--- src/rtl/alu_gate_lvl.sv ---
// 4-bit, 16-op switch/LED ALU built from gate-level cells; result registered.
// Latency: 1 clk from stable sw to led. No backpressure; sw sampled every cycle.
// Optional macro ALU_DIV_EN: include the restoring divider for op 3 (else op 3 flags unsupported).

// Single-bit full adder cell.
module fa (
  input  logic a,
  input  logic b,
  input  logic ci,
  output logic s,
  output logic co
);
  assign s  = a ^ b ^ ci;
  assign co = (a & b) | (ci & (a ^ b));
endmodule

// Ripple-carry adder chained from full adder cells.
module rca #(
  parameter int W = 4
) (
  input  logic [W-1:0] a,
  input  logic [W-1:0] b,
  input  logic         ci,
  output logic [W-1:0] s,
  output logic         co
);
  logic [W:0] c;
  assign c[0] = ci;
  for (genvar i = 0; i < W; i++) begin : g_bit
    fa u_fa (.a(a[i]), .b(b[i]), .ci(c[i]), .s(s[i]), .co(c[i+1]));
  end
  assign co = c[W];
endmodule

module alu_gate_lvl (
  input  logic        clk,
  input  logic        rst_n,
  input  logic [15:0] sw,
  output logic [4:0]  led
);
  logic [3:0] a, b, op;
  logic       unused_sw;
  assign a  = sw[3:0];
  assign b  = sw[7:4];
  assign op = sw[11:8];
  // Upper switches carry no function.
  assign unused_sw = ^sw[15:12];

  // Shared adder/subtractor: ADD (b), SUB (~b + 1), INC (0 + 1).
  logic       is_sub, is_inc, add_ci, add_co;
  logic [3:0] add_b, add_s;
  assign is_sub = ~op[3] & ~op[2] & ~op[1] & op[0];
  assign is_inc = &op;
  assign add_b  = (b ^ {4{is_sub}}) & {4{~is_inc}};
  assign add_ci = is_sub | is_inc;
  rca #(.W(4)) u_add (.a(a), .b(add_b), .ci(add_ci), .s(add_s), .co(add_co));

  // Comparator: dedicated A + ~B + 1; carry out means A >= B.
  logic [3:0] cmp_s;
  logic       cmp_co, lt, eq, gt;
  rca #(.W(4)) u_cmp (.a(a), .b(~b), .ci(1'b1), .s(cmp_s), .co(cmp_co));
  assign lt = ~cmp_co;
  assign eq = ~|cmp_s;
  assign gt = cmp_co & ~eq;

  // 4x4 array multiplier: each row adds the next partial product to the shifted running sum.
  logic [3:0] pp0, pp1, pp2, pp3, m1, m2, m3;
  logic       mc1, mc2, mc3;
  logic [7:0] prod;
  logic       mul_f;
  assign pp0 = a & {4{b[0]}};
  assign pp1 = a & {4{b[1]}};
  assign pp2 = a & {4{b[2]}};
  assign pp3 = a & {4{b[3]}};
  rca #(.W(4)) u_m1 (.a({1'b0, pp0[3:1]}), .b(pp1), .ci(1'b0), .s(m1), .co(mc1));
  rca #(.W(4)) u_m2 (.a({mc1, m1[3:1]}),   .b(pp2), .ci(1'b0), .s(m2), .co(mc2));
  rca #(.W(4)) u_m3 (.a({mc2, m2[3:1]}),   .b(pp3), .ci(1'b0), .s(m3), .co(mc3));
  assign prod  = {mc3, m3[3:1], m3[0], m2[0], m1[0], pp0[0]};
  assign mul_f = |prod[7:4];

  // Divider: restoring, one trial subtraction per quotient bit, MSB first.
  logic [3:0] div_r;
  logic       div_f;
`ifdef ALU_DIV_EN
  logic [3:0] div_rem [0:4];
  logic [3:0] div_q;
  logic [3:0] unused_div_rem;
  assign div_rem[0] = 4'd0;
  for (genvar k = 0; k < 4; k++) begin : g_div
    logic [4:0] shf, diff;
    logic       co, unused_msb;
    assign shf = {div_rem[k], a[3-k]};
    rca #(.W(5)) u_sub (.a(shf), .b(~{1'b0, b}), .ci(1'b1), .s(diff), .co(co));
    assign div_q[3-k] = co;
    // Kept remainder is always below B, so 4 bits suffice either way.
    assign div_rem[k+1] = co ? diff[3:0] : shf[3:0];
    assign unused_msb = diff[4];
  end
  assign unused_div_rem = div_rem[4];
  assign div_f = ~|b;
  assign div_r = div_f ? 4'hF : div_q;
`else
  assign div_r = 4'd0;
  assign div_f = 1'b1;
`endif

  // Barrel shifters: stages of 1 and 2, any shift of 4 or more clears.
  logic [3:0] shl1, shl2, shl_r, shr1, shr2, shr_r;
  logic       big_sh;
  assign big_sh = b[3] | b[2];
  assign shl1   = b[0] ? {a[2:0], 1'b0} : a;
  assign shl2   = b[1] ? {shl1[1:0], 2'b00} : shl1;
  assign shl_r  = shl2 & {4{~big_sh}};
  assign shr1   = b[0] ? {1'b0, a[3:1]} : a;
  assign shr2   = b[1] ? {2'b00, shr1[3:2]} : shr1;
  assign shr_r  = shr2 & {4{~big_sh}};

  logic [4:0] led_d, led_q;

  // Result select by opcode.
  always_comb begin
    led_d = 5'd0;
    case (op)
      4'd0:  led_d = {add_co, add_s};
      4'd1:  led_d = {~add_co, add_s};
      4'd2:  led_d = {mul_f, prod[3:0]};
      4'd3:  led_d = {div_f, div_r};
      4'd4:  led_d = {1'b0, a & b};
      4'd5:  led_d = {1'b0, a | b};
      4'd6:  led_d = {1'b0, a ^ b};
      4'd7:  led_d = {1'b0, ~(a & b)};
      4'd8:  led_d = {1'b0, ~(a | b)};
      4'd9:  led_d = {1'b0, ~(a ^ b)};
      4'd10: led_d = {1'b0, shl_r};
      4'd11: led_d = {1'b0, shr_r};
      4'd12: led_d = {4'b0000, gt};
      4'd13: led_d = {4'b0000, lt};
      4'd14: led_d = {4'b0000, eq};
      4'd15: led_d = {add_co, add_s};
    endcase
  end

  // LED register: cleared asynchronously, loads the selected result each edge.
  always_ff @(posedge clk or negedge rst_n) begin
    if (!rst_n) led_q <= 5'd0;
    else        led_q <= led_d;
  end

  assign led = led_q;
endmodule

--- config.mk ---
export PLATFORM = sky130hd
export DESIGN_NAME = alu_gate_lvl
export DESIGN_NICKNAME = d
export VERILOG_FILES = /design/src/rtl/alu_gate_lvl.sv
export SDC_FILE = /design/constraint.sdc
export NUM_CORES = 1
export LEC_CHECK = 0
export CORE_AREA = 2 2 52 79
export DETAILED_ROUTE_END_ITERATION = 12
export DIE_AREA = 0 0 54 81
export GPL_TIMING_DRIVEN = 0
export PLACE_DENSITY = 0.66
export SYNTH_ARGS = -nofsm -noshare
export SYNTH_HDL_FRONTEND = slang
export SYNTH_SLANG_ARGS = --single-unit
--- constraint.sdc ---
create_clock -name clk -period 0.8 [get_ports clk]
set_input_delay 0.16 -clock clk [delete_from_list [all_inputs] [get_ports clk]]
set_output_delay 0.16 -clock clk [all_outputs]
set_load 0.05 [all_outputs]
==> out/qor.csv <==
stage,metric,value,unit
critical_path,critPathMaxFanout,3,
timing,tightest_slew,0.398,ns
cts,cts_hold_buf,0,
cts,path_clk_slew,0.04,ns
timing,relSlewSlack,73.5,%
cts,numCtsBuffers,3,
cts,cts_sinks,5,
drt,wl_met3,196,um
drt,wl,4770,um
timing,setup-violations-final,10,
run_status,violations,setup timing,
cells_and_area,area_delta_synth_final,40.0,%
synth,postSynthAreaPerCell,7.97,um^2
drt,antenna_left,0,
drt,drt_iter0_markers,66,
synth,yosysWarnings,0,
cells_and_area,final_nets,290,
global_routing,gr-total-overflow,0,
cells_and_area,diodes,0,
cts,root_buffer,clkbuf_8,
cts,cts_tree,done,
die,die-area,4370,um^2
synth,synth-edff-count,0,
timing,setup_slack,-3.11,ns
flow_run,drv_cap,0,
critical_path,critPathCaptureType,flip-flop,
min_path,hold_class,primary input to async pin,
place,portBuffers,16,
timing,rsz0062_at_grt,yes,
cells_and_area,drive_gt1_share,34.9,%
synth,synthDistinctLibCells,50,
place,dp_hpwl,3570,um
drt,dr_total_vias,1654,
timing,drv_slew,0,
die,die_h,81,um
cts,htree_levels,1,
drt,wl_per_cell,16.7,um
critical_path,crit_slowest_cell,fa_1,
die,initial_core_util,42.4,%
drt,drt_drc_violations_left,0,
drt,met1_length,1810,um
run_status,outcome,finished with violations,
critical_path,critPathArrivalTime,4.02,ns
power_and_ir_drop,vdd_ir_drop_max,869,uV
die,die_w,54,um
timing,max_freq,0.255,GHz
synth,synth_top_area_share,17.5,%
power_and_ir_drop,p_leak,1.03,nW
power_and_ir_drop,p_per_area,968,nW/um^2
cells_and_area,fin_util,59.3,%
cells_and_area,layout_commonest_cell,buf_4,
synth,syn_inst,201,
synth,synth-main-ff-cell,dfrtp_1,
critical_path,crit_chain,buf_8 > buf_8 > clkbuf_16 > nand2_4 > xnor2_2 > ha_4 > a31oi_4 > fa_1 > fa_2 > inv_2 > fa_2 > inv_2 > fa_1 > fa_2 > fa_1 > nand4b_1 > o21ai_1 > nand2_1 > a22o_1,
timing,fin_setup_tns,-11.57,ns
global_routing,antenna_found_initial,0,
cts,clock_path_buffers,2,
timing,hold_ws,0.164,ns
drt,routed.top_layer,met4,
place,post-place-cells,262,
critical_path,critical_path_class,primary input to flip-flop,
place,gp_congestion,0.919,
timing,post-route-period-util,489,%
critical_path,path_delay_family,adder cells,
cells_and_area,largest_reg_flops,5,
critical_path,crit_path_max_incr_delay,0.52,ns
synth,synth.area.top_cells,"fa_1 (17%), ha_1 (12%), dfrtp_1 (7.8%), inv_1 (5.6%), mux2i_1 (4.4%)",
drt,met2WireLength,2620,um
global_routing,grt_usage,22.6,%
drt,dr.pass1.iters,4,
cells_and_area,final_cell_mix,"buf_4 (20), inv_1 (17), nand2_1 (16)",
synth,syn_nets,249,
timing,finalHoldViolations,0,
die,rows,28,
global_routing,first_global_vias,1584,
synth,seq_area_frac_synth,7.81,%
critical_path,crit_buf_inv,5,
drt,viasPerCell,5.78,
global_routing,grt_pass1_wl,7330,um
global_routing,grt_max_degree,11,
synth,netlist_area,1600,um^2
critical_path,critPathRequiredTime,0.90,ns
cells_and_area,final_cells,286,
timing,finalCriticalPeriod,3.91,ns
die,ioPinCount,23,
synth,synth-seq-cells,5,
synth,postSynth.asyncResetShare,100,%
die,coreArea,3780,um^2
critical_path,critPathLaunchType,primary input,
synth,yosysTopAreaCell,fa_1,
final cells by class:
| class | count | area, um^2 |
|---|---|---|
| timing repair buffer | 36 | 322 |
| tap | 45 | 56.3 |
| multi-input combinational | 156 | 1440 |
| buffer | 16 | 163 |
| sequential | 5 | 125 |
| clock buffer | 4 | 45.0 |
| fill | 347 | 1540 |
| inverter | 24 | 97.6 |
final timing paths:
path / endpoint / cells after the start / start / slack (ns)
setup / recovery: led[4] / 19 / sw[4] / -3.11
min in group clk: led[4] / 4 / sw[11] / 0.48
max in group asynchronous: led[1] / 1 / rst_n / 0.45
hold / removal: led[4] / 1 / rst_n / 0.16
power by group:
| part | leakage (nW) | internal (mW) | switching [mW] |
|---|---|---|---|
| sequential | 0.0631 | 0.288 | 0.0153 |
| combinational | 0.949 | 0.644 | 0.765 |
| clock | 0.0228 | 0.342 | 0.118 |
| total | 1.03 | 1.27 | 0.899 |
through the flow:
stage | power, mW | cell area [um^2] | setup WS, ns
2_1_floorplan | 1.13 | 1680 | -3.09
3_3_place_gp | 1.47 | 1890 | -4.02
3_5_place_dp | 1.49 | 1890 | -4.09
4_1_cts | 2.08 | 2110 | -3.24
5_1_grt | 2.32 | 2240 | -3.20
6_report | 2.17 | 2240 | -3.11
logic make-up (layout without fill, tap and decap cells):
kind of cell    Yosys count  count (layout)  synth area share, %
fa+ha+maj                30              30                 30.0
flops                     5               5                 7.81
buf+inv                  40              80                 11.4
simple gates             76              76                 25.6
compound gates           41              41                 19.6
xor+xnor                  1               1                0.547
mux                       8               8                 5.07
repair_timing:
item	CTS	global route
buffers inserted	8	12
pin swaps	19	15
endpoints found under the setup margin	10	10
cloned	0	0
resized for setup	97	21
Yosys cell counts (6+ instances only):
library cell / n
o21ai_0: 6
nand2b_1: 8
nand2_1: 17
nor2_1: 18
inv_1: 24
nor3_1: 6
fa_1: 14
mux2i_1: 7
ha_1: 16
per-layer routing:
layer | track usage [%] | up-vias
met4 | 10.0 | 0
li1 | - | 789
met5 | 0 | -
met2 | 41.2 | 65
met3 | 0.735 | 12
met1 | 26.5 | 788
No activity file was read; power rests on OpenSTA's default activity.
